`config.mk`:
```
export PLATFORM = sky130hd
export DESIGN_NAME = fu_div_sched
export DESIGN_NICKNAME = d
export VERILOG_FILES = /design/src/rtl/fu_div_sched.sv
export SDC_FILE = /design/constraint.sdc
export NUM_CORES = 1
export LEC_CHECK = 0
export ABC_AREA = 0
export CAP_MARGIN = 20
export CORE_MARGIN = 2
export CORE_UTILIZATION = 32
export DETAILED_ROUTE_END_ITERATION = 12
export HOLD_SLACK_MARGIN = 0.02
export PLACE_DENSITY = 0.73
export SLEW_MARGIN = 20
export SYNTH_ARGS = -nofsm -noshare
export SYNTH_HDL_FRONTEND = slang
export SYNTH_SLANG_ARGS = --single-unit
```
`constraint.sdc`:
```
create_clock -name clk -period 2.1 [get_ports clk]
set_clock_uncertainty 0.2 [all_clocks]
set_input_delay 0.315 -clock clk [delete_from_list [all_inputs] [get_ports clk]]
set_output_delay 0.315 -clock clk [all_outputs]
set_load 0.01 [all_outputs]
```
`src/rtl/fu_div_sched.sv`:
```
// rtl/fu_div_sched.sv - round-robin scheduler sharing one fixed-latency divider among divide stations
module fu_div_sched #(
  parameter int NUM_RS = 3,
  parameter int TAG_W  = 6,
  parameter int LAT    = 23
) (
  input  logic                    clk,
  input  logic                    rst_n,
  input  logic [NUM_RS-1:0]       rs_req,
  input  logic [NUM_RS*32-1:0]    rs_a,
  input  logic [NUM_RS*32-1:0]    rs_b,
  input  logic [NUM_RS*TAG_W-1:0] rs_tag,
  output logic [NUM_RS-1:0]       rs_ack,
  input  logic                    flush,
  output logic                    div_start,
  output logic [31:0]             div_a,
  output logic [31:0]             div_b,
  input  logic [31:0]             div_res,
  output logic                    cdb_req,
  output logic [TAG_W-1:0]        cdb_tag,
  output logic [31:0]             cdb_data,
  input  logic                    cdb_grant,
  output logic                    busy
);
  localparam int PW = (NUM_RS > 1) ? $clog2(NUM_RS) : 1;
  localparam int CW = $clog2(LAT) + 1;

  typedef enum logic [1:0] {IDLE = 2'd0, RUN = 2'd1, DONE = 2'd2} state_t;

  state_t            state;
  logic [PW-1:0]     rr_ptr;
  logic [CW-1:0]     counter;
  logic [PW-1:0]     grant_idx;
  logic [PW-1:0]     cand;
  logic [PW-1:0]     next_ptr;
  logic              grant_vld;
  logic [NUM_RS-1:0] ack_vec;
  logic [31:0]       sel_a;
  logic [31:0]       sel_b;
  logic [TAG_W-1:0]  sel_tag;

  // Scan downward so the candidate closest to rr_ptr is written last and wins.
  always_comb begin
    grant_idx = '0;
    grant_vld = 1'b0;
    cand      = '0;
    for (int k = NUM_RS - 1; k >= 0; k--) begin
      cand = PW'((int'(rr_ptr) + k) % NUM_RS);
      if (rs_req[cand]) begin
        grant_idx = cand;
        grant_vld = 1'b1;
      end
    end
  end

  always_comb begin
    ack_vec = '0;
    sel_a   = '0;
    sel_b   = '0;
    sel_tag = '0;
    for (int k = 0; k < NUM_RS; k++) begin
      if (PW'(k) == grant_idx) begin
        ack_vec[k] = 1'b1;
        sel_a      = rs_a[32*k +: 32];
        sel_b      = rs_b[32*k +: 32];
        sel_tag    = rs_tag[TAG_W*k +: TAG_W];
      end
    end
  end

  assign next_ptr = (grant_idx == PW'(NUM_RS - 1)) ? '0 : grant_idx + PW'(1);
  assign busy     = (state != IDLE);

  always_ff @(posedge clk) begin
    if (!rst_n) begin
      state     <= IDLE;
      rr_ptr    <= '0;
      counter   <= '0;
      rs_ack    <= '0;
      div_start <= 1'b0;
      div_a     <= '0;
      div_b     <= '0;
      cdb_req   <= 1'b0;
      cdb_tag   <= '0;
      cdb_data  <= '0;
    end else begin
      rs_ack    <= '0;
      div_start <= 1'b0;
      case (state)
        IDLE: begin
          if (!flush && grant_vld) begin
            rs_ack    <= ack_vec;
            div_a     <= sel_a;
            div_b     <= sel_b;
            cdb_tag   <= sel_tag;
            div_start <= 1'b1;
            counter   <= '0;
            rr_ptr    <= next_ptr;
            state     <= RUN;
          end
        end
        RUN: begin
          if (flush) begin
            counter <= '0;
            state   <= IDLE;
          end else if (counter == CW'(LAT - 1)) begin
            cdb_data <= div_res;
            cdb_req  <= 1'b1;
            state    <= DONE;
          end else begin
            counter <= counter + CW'(1);
          end
        end
        DONE: begin
          // A flush drops the result even if the CDB grants it in the same cycle.
          if (flush) begin
            cdb_req <= 1'b0;
            counter <= '0;
            state   <= IDLE;
          end else if (cdb_grant) begin
            cdb_req <= 1'b0;
            state   <= IDLE;
          end
        end
        default: begin
          cdb_req <= 1'b0;
          counter <= '0;
          state   <= IDLE;
        end
      endcase
    end
  end
endmodule

```
* Word level (Yosys, flattened, before mapping)
Index checks and enable logic that the tools add are counted.
** Word-level totals
- Output and inout bits :: 108
- Bits in registers :: 117
** Cells by class
- Mux-type cells :: 42
- Reduce and logical (&&, ||, !) cells :: 12
- Bitwise operators :: 2
- Div/mod/pow operators :: 3
- Add/sub/neg operators :: 4
- Eq/ne operators :: 13
- Order comparisons :: 3
** Operators by type and width (number)
- $mux W32 :: 6
- $mod A32 B3 Y32 const B :: 2
- $mux W6 :: 7
- $mod A3 B3 Y32 const B :: 1
- $mux W2 :: 9
- $pmux W6 S3 :: 1
- $mux W1 :: 14
- $reduce_and A3 Y1 :: 4
- $lt A2 B3 Y1 const B :: 3
- $ne A3 B3 Y1 const B :: 3
- $ne A2 B2 Y1 const B :: 4
- $add A6 B1 Y6 const B :: 1
- $bmux W1 S2 :: 3
- $eq A6 B5 Y1 const B :: 1
- $pmux W2 S3 :: 1
- $eq A2 B2 Y1 const B :: 2
- $logic_not A2 Y1 :: 2
- $reduce_and A2 Y1 :: 2
- $reduce_and A4 Y1 :: 1
- $add A2 B1 Y3 const B :: 1
- $add A2 B2 Y3 const B :: 1
- $pmux W1 S3 :: 1
- $add A2 B1 Y2 const B :: 1
- $eq A1 B2 Y1 const A :: 1
- 6 further kinds :: 7

* Depth between registers and ports, before layout
Gate-level depths: netlist of the first run.
- Word-level depth :: 11
- Gate-level depth with buffers :: 10

* Least setup slack after synthesis of the first run
No wires, ideal clock.
- Path type :: reg-to-reg
- Start point :: reg rr_ptr[0]
- End point :: reg cdb_tag[5]
- Stages on the path, launching flop included :: 9
- Data arrival time :: 2.021 ns
- Slack :: -0.246 ns
- Data required time :: 1.775 ns
- Path through :: dfxtp_1 > inv_1 > ha_1 > a22o_1 > a222oi_1 > a211o_1 > buf_2 > buf_4 > o31ai_1
** On the way
- Word-level cells in the longest chain between the ends :: 11
- Elaborated cells between the ends (all ways) :: 25
- Classes of those cells :: add/sub: 2; div: 3; eq/ne: 2; mux: 15; reduce/logical: 3
** Ends and longest elaborated chain
- start: declaration :: line 31 : logic [PW-1:0] rr_ptr;
- start signal: assignment :: line 98 : rr_ptr <= next_ptr;
- $add A2 B2 Y3 :: line 48 : cand = PW'((int'(rr_ptr) + k) % NUM_RS);
- $mod A32 B3 Y32 :: line 48
- $bmux W1 S2 :: line 49 : if (rs_req[cand]) begin
- $mux W1 (implied by the code) :: line 49
- $mux W2 (3 in a row) :: line 49
- $logic_not A2 Y1 :: line 62 : if (PW'(k) == grant_idx) begin
- $mux W6 (3 in a row) :: line 62
- end signal: assignment :: line 95 : cdb_tag <= sel_tag;
- end: declaration :: line 20 : output logic [TAG_W-1:0] cdb_tag,
Parallel ways exist; a longest one is shown, timed or not. The select of a mux whose other input is x is not followed.
A chain may end at the register's enable or synchronous reset.

* Final worst setup path of the first run
- Start point :: reg rr_ptr[0]
- End point :: reg div_a[17]
** On the way
- Word-level cells in the longest chain between the ends :: 11
- Elaborated cells between the ends (all ways) :: 25
- Classes of those cells :: add/sub: 2; div: 3; eq/ne: 2; mux: 15; reduce/logical: 3
** Ends and longest elaborated chain
- $add A2 B2 Y3 :: line 48
- $mod A32 B3 Y32 :: line 48
- $bmux W1 S2 :: line 49
- $mux W1 (implied by the code) :: line 49
- $mux W2 (3 in a row) :: line 49
- $logic_not A2 Y1 :: line 62
- $mux W32 (3 in a row) :: line 62
- end signal: assignment :: line 93 : div_a <= sel_a;
- end: declaration :: line 16 : output logic [31:0] div_a,
Parallel ways exist; a longest one is shown, timed or not. The select of a mux whose other input is x is not followed.

==> results of run 1 <==
## path summary, 6_finish.rpt
check	start	end	slack [ps]
worst min register to register	cdb_data[16]	cdb_data[16]	250
worst max register to register	rr_ptr[0]	div_a[17]	-360
worst max-delay path	rr_ptr[0]	div_a[17]	-360
worst min-delay path	div_res[8]	cdb_data[8]	250
## stage by stage
step                      setup slack (ps)  hold slack, ps  area [µm²]
after detailed placement              -530             246       10200
after CTS                             -284             229       11100
after global routing                  -507             243       11500
after floorplan                       -167             250        6160
final                                 -357             250       11500
after global placement                -503             241       10200
## layout by cell type (no fill, tap or decap), drive strengths merged, types with 2 or more instances in the layout
cell type,synthesis,routed
or4,2,2
o21ai,4,4
mux2,3,3
nand2,74,74
inv,11,16
nand3,75,75
a21oi,40,40
a22oi,3,3
clkdlybuf4s50,0,355
buf,39,73
dfxtp,117,117
clkinvlp,0,3
nor2,76,76
ha,5,5
a221oi,71,71
clkbuf,37,22
o31ai,72,72
clkinv,0,4
and2,69,69
o31a,2,2
nor3,4,4
o22ai,2,2
nand2b,2,2
a21boi,2,2
## kinds of logic after synthesis
kind of cell             synth area share
AND/OR/NAND/NOR                     0.255
AO/OA/AOI/OAI                       0.258
flip-flops                          0.391
buffers and inverters              0.0775
adder cells (fa/ha/maj)            0.0104
multiplexers                      0.00793
## layer usage
metal	global-route usage	vias up
li1	-	3436
met1	0.293	3421
met2	0.401	331
met3	0.0768	65
met4	0.0968	0
met5	0	-
## cell type report
type	count	area, µm²
clock buffer	19	453
fill	1597	7030
clock inverter	13	120
tap	234	293
timing repair buffer	431	4580
antenna	1	2.50
sequential	117	2350
inverter	11	41.3
multi-input combinational	529	3650
## timing repair
action / in CTS / in global routing
resized for setup: 24 / 62
setup buffers: 12 / 1
cloned: 3 / 3
pin swaps: 13 / 25
endpoints found under the setup margin: 84 / 84
## where the power goes
group | switching (mW) | internal, mW | total (mW)
Sequential | 0.198 | 2.54 | 2.73
Combinational | 2.05 | 2.37 | 4.42
Clock | 1.12 | 1.70 | 2.83
## worst max-delay path, cell delays in order, from the launching register on
cell	delay, ps
dfxtp_2	330
buf_6	110
ha_4	170
mux2_4	310
a222oi_1	380
buf_4	190
a21o_4	150
buf_12	180
clkbuf_16	170
nand3_2	50
o31ai_1	100
## registers in the layout, indices dropped and copies added (netlist names)
register	flops
counter	6
div_b	32
cdb_data	32
div_start	1
rr_ptr	2
rs_ack	3
state	2
cdb_req	1
div_a	32
cdb_tag	6
==> metrics.md, run 1 <==
| Metric | Value |
|---|---|
| Run status | `finished with violations` |
| Failing checks | `negative setup slack` |
| LEAKAGE | `about 4.2 nW` |
| Wire length on met3 | `between 1.5 and 2 mm` |
| Fin. max-slew vios | `0` |
| Setup ws final | `-357 ps` |
| Area leader, netlist | `dfxtp_1` |
| Die area | `0.0198 mm²` |
| Hold depth | `3` |
| Least-Margin Pin Slew | `between 400 and 500 ps` |
| Total power | `between 9 and 10 mW` |
| Crit path time final | `2460 ps` |
| Final period util | `1.17` |
| Reg clk slew, reported paths | `around 60 ps` |
| Die W | `141 µm` |
| Maximum buffer depth of the clock tree | `2` |
| CTS tree | `built` |
| RSZ-0062 raised after global routing | `yes` |
| Overflow after GRT | `0` |
| Synth Warn # | `0` |
| Total Nets Final | `1,361` |
| Share of layout cells above drive strength 1 | `0.176` |
| Cell with the most instances after synthesis | `dfxtp_1` |
| Clock buffer count from CTS | `17` |
| Worst IR Drop VDD | `between 0.7 and 0.8 mV` |
| Crit path DAT | `about 2600 ps` |
| Commonest cells in the netlist | `dfxtp_1, nand3_1, nor2_1, nand2_1, o31ai_1` |
| Starting Density | `0.324` |
| Setup violations, final | `83` |
| Via count | `~7,300` |
| Largest net degree at the start of global routing | `73` |
| Row Count | `50` |
| GRT Total Usage | `0.242` |
| Clock Latency Late Sink | `between 400 and 500 ps` |
| Vias in the first global route | `between 7,000 and 8,000` |
| Initial detailed-routing violation count | `around 340` |
| Cells after synthesis | `733` |
| Ports | `357` |
| WS Path Type | `reg2reg` |
| Met1 WL | `9.90 mm` |
| TNS Setup | `-23,780 ps` |
| Avg Vias per Cell | `around 5.4` |
| Final hold violation count | `0` |
| Highest routed layer | `met4` |
| Area grow syn2layout | `91.7%` |
| DR pass1 iterations | `5` |
| CP max FO | `8` |
| Sequential fraction of the synthesis area | `0.391` |
| Routed Antenna Nets | `0` |
| Synthesized flop and latch total | `117` |
| Pwr dens | `868 mW/mm²` |
| Synth async-reset ratio | `0` |
| CTS H-Tree Depth | `4` |
| Syn Nets | `~990` |
| Cell variety after synth | `49` |
| Number of flops mapped to enable cells by yosys | `0` |
| Req. time, crit path | `2200 ps` |
| Hold Path Class | `in2reg` |
| HPWL after DPL | `roughly 18 mm` |
| Final wirelength | `about 25 mm` |
| Slew margin rel. | `0.684` |
| Worst r2r path cells | `10` |
| Most frequently used flop master after synthesis | `dfxtp_1` |
| Max-cap viol count | `0` |
| Synth area leaders | `dfxtp_1, a221oi_1, o31ai_1` |
| Share of the synthesized area in the top cell type | `0.391` |
| Wire per inst | `18.6 µm` |
| Met2 WL | `approximately 12 mm` |
| Post-CTS Hold Fix Bufs | `0` |
| Die Span Y | `around 140 µm` |
| Crit start category | `register` |
| Port bufs | `~360` |
| Global-route wire length before repair | `~38 mm` |
| CP Capture Type | `register` |
| Cell area after synthesis | `between 0.005 and 0.006 mm²` |
| Post-Route Utilization | `0.621` |
| # DRC | `0` |
| FMAX | `approximately 400 MHz` |
| Mapped Avg Cell Area | `8.18 µm²` |
| Core area | `roughly 0.019 mm²` |
| Final std cells w/o fill | `between 1,000 and 1,500` |
| Clk sinks | `117` |
| Initial antenna violation count | `1` |
| Gp weighted congestion | `between 0.8 and 0.9` |
| Placed Cells | `between 1,000 and 1,500` |
| Root buffer cell | `clkbuf_16` |
Note: power is estimated with default switching activity, not from simulation.
==> run 2, diff against run 1 <==
PLACE_DENSITY = unset   (was 0.73)
PLACE_DENSITY_LB_ADDON = 0.05   (was unset)
==> run 2 against run 1 <==
The flow still finishes with violations (negative setup slack). Non-clock buffer count increased by 1. Sequential power about the same. Sequential share of layout area increased by 0.19 points. Global-route usage decreased by 0.83 points. Utilization decreased by 0.61 points. Wire length increased by 1.5%. Critical endpoint is now div_b[10].
==> metrics.md, run 2 (synthesis results as in run 1) <==
| Metric | Value |
|---|---|
| LEAKAGE | `about 4.2 nW` |
| Final std cells w/o fill | `1,355` |
| Max-cap viol count | `0` |
| Port bufs | `~360` |
| Die area | `around 0.020 mm²` |
| Gp weighted congestion | `0.804` |
| Clock Latency Late Sink | `between 400 and 500 ps` |
| WS Path Type | `reg2reg` |
| Initial antenna violation count | `0` |
| Avg Vias per Cell | `roughly 5.3` |
| Total Nets Final | `1,362` |
| Reg clk slew, reported paths | `around 60 ps` |
| Buf+Inv Stages, Crit Path | `4` |
| Largest net degree at the start of global routing | `73` |
| HPWL after DPL | `roughly 17 mm` |
| Hold Path Class | `in2reg` |
| Crit path DAT | `around 2500 ps` |
| Area grow syn2layout | `89.9%` |
| Critical path's slowest cell | `dfxtp_2` |
| Final wirelength | `between 20 and 30 mm` |
| Maximum buffer depth of the clock tree | `2` |
| FMAX | `~420 MHz` |
| Share of layout cells above drive strength 1 | `0.160` |
| # DRC | `0` |
| Critical R2R Launch | `rr_ptr[0]` |
| Placed Area | `~0.010 mm²` |
| Fin. max-slew vios | `0` |
| Most frequent cells in the layout | `clkdlybuf4s50_1, dfxtp_1, nand3_1` |
| Die Span Y | `around 140 µm` |
| Hold path startpoint | `div_res[31]` |
| Setup violations, final | `between 80 and 90` |
| Slew margin rel. | `0.689` |
| CTS H-Tree Depth | `4` |
| Pwr dens | `a little under 900 mW/mm²` |
| Req. time, crit path | `2210 ps` |
| TNS Setup | `-14,550 ps` |
| Crit path time final | `about 2400 ps` |
| Total power | `slightly above 10 mW` |
| Run status | `finished with violations` |
| Ports | `around 360` |
| DR pass1 iterations | `7` |
| CTS tree | `built` |
| Routed Antenna Nets | `0` |
| GRT Total Usage | `0.234` |
| Row Count | `50` |
| Wire per inst | `18.9 µm` |
| CP max FO | `8` |
| # diodes | `0` |
| Vias in the first global route | `between 6,000 and 7,000` |
| RSZ-0062 raised after global routing | `yes` |
| Clock buffer count from CTS | `17` |
| Final hold violation count | `0` |
| Die W | `~140 µm` |
| Worst IR Drop VDD | `approximately 0.63 mV` |
| Placed Cells | `around 1,300` |
| Failing checks | `negative setup slack` |
| Setup ws final | `-263 ps` |
| Crit start category | `register` |
| Root buffer cell | `clkbuf_16` |
| Post-Route Utilization | `0.614` |
| CP Capture Type | `register` |
| Commonest non-fill, non-tap cell in the layout | `clkdlybuf4s50_1` |
| Final period util | `1.13` |
| Top Registers | `cdb_data (32), div_a (32), div_b (32)` |
| Core area | `approximately 0.019 mm²` |
| Initial detailed-routing violation count | `331` |
| Global-route wire length before repair | `between 30 and 40 mm` |
| Overflow after GRT | `0` |
| Slowest stage delay, CP | `between 300 and 400 ps` |
| Crit-path cells | `inv_2 -> ha_4 -> a22o_1 -> a222oi_1 -> buf_4 -> a21o_4 -> buf_6 -> clkbuf_16 -> nand3_1 -> o31ai_1` |
| Clk sinks | `117` |
| Top delay family on crit path | `compound AO/OA/AOI/OAI gates` |
| Dpl ws | `-548 ps` |
| Least-Margin Pin Slew | `around 470 ps` |
| Starting Density | `0.324` |
| Finished Cell Area | `~0.011 mm²` |
| Critical Path Start | `rr_ptr[0]` |
| Via count | `approximately 7,100` |
| Hold WS | `about 240 ps` |
-- run 2: per-layer routing --
layer	vias up	part of all wire	wire length, µm	GRT usage
met3	31	0.071	1800	0.0543
met2	289	0.48	12400	0.391
met4	0	0.020	522	0.0768
met1	3364	0.42	10900	0.298
met5	-	0	0	0
li1	3449	-	-	-
-- run 2: power breakdown --
group | total, mW | switching, mW | internal [mW]
clock network | 3.00 | 1.11 | 1.89
registers | 2.70 | 0.166 | 2.54
logic | 4.39 | 2.05 | 2.33
total | 10.1 | 3.33 | 6.76
-- run 2: tightest hold or removal path: stages --
cell and delay (ps):
clkdlybuf4s50_1 390, nand2_1 50, a21oi_1 50
-- run 2: area by class of cell --
type	instances	area (µm²)
tap	234	293
inverter	11	41.3
clock buffer	19	443
timing repair buffer	432	4550
fill	1685	7140
clock inverter	13	156
multi-input combinational	529	3550
sequential	117	2350
-- run 2: what timing repair did --
action | in CTS | in global routing
setup endpoints to repair | 84 | 91
resized for setup | 23 | 42
cloned | 1 | 6
pin swaps | 8 | 8
buffers inserted | 2 | 7
hold buffers | 0 | 0
-- run 2: worst paths after layout --
check / to / slack [ps] / cells after the start
max: div_b[10] / -260 / 10
max reg2reg: div_b[10] / -260 / 10
min: cdb_data[31] / 240 / 3
min reg2reg: cdb_data[28] / 250 / 2
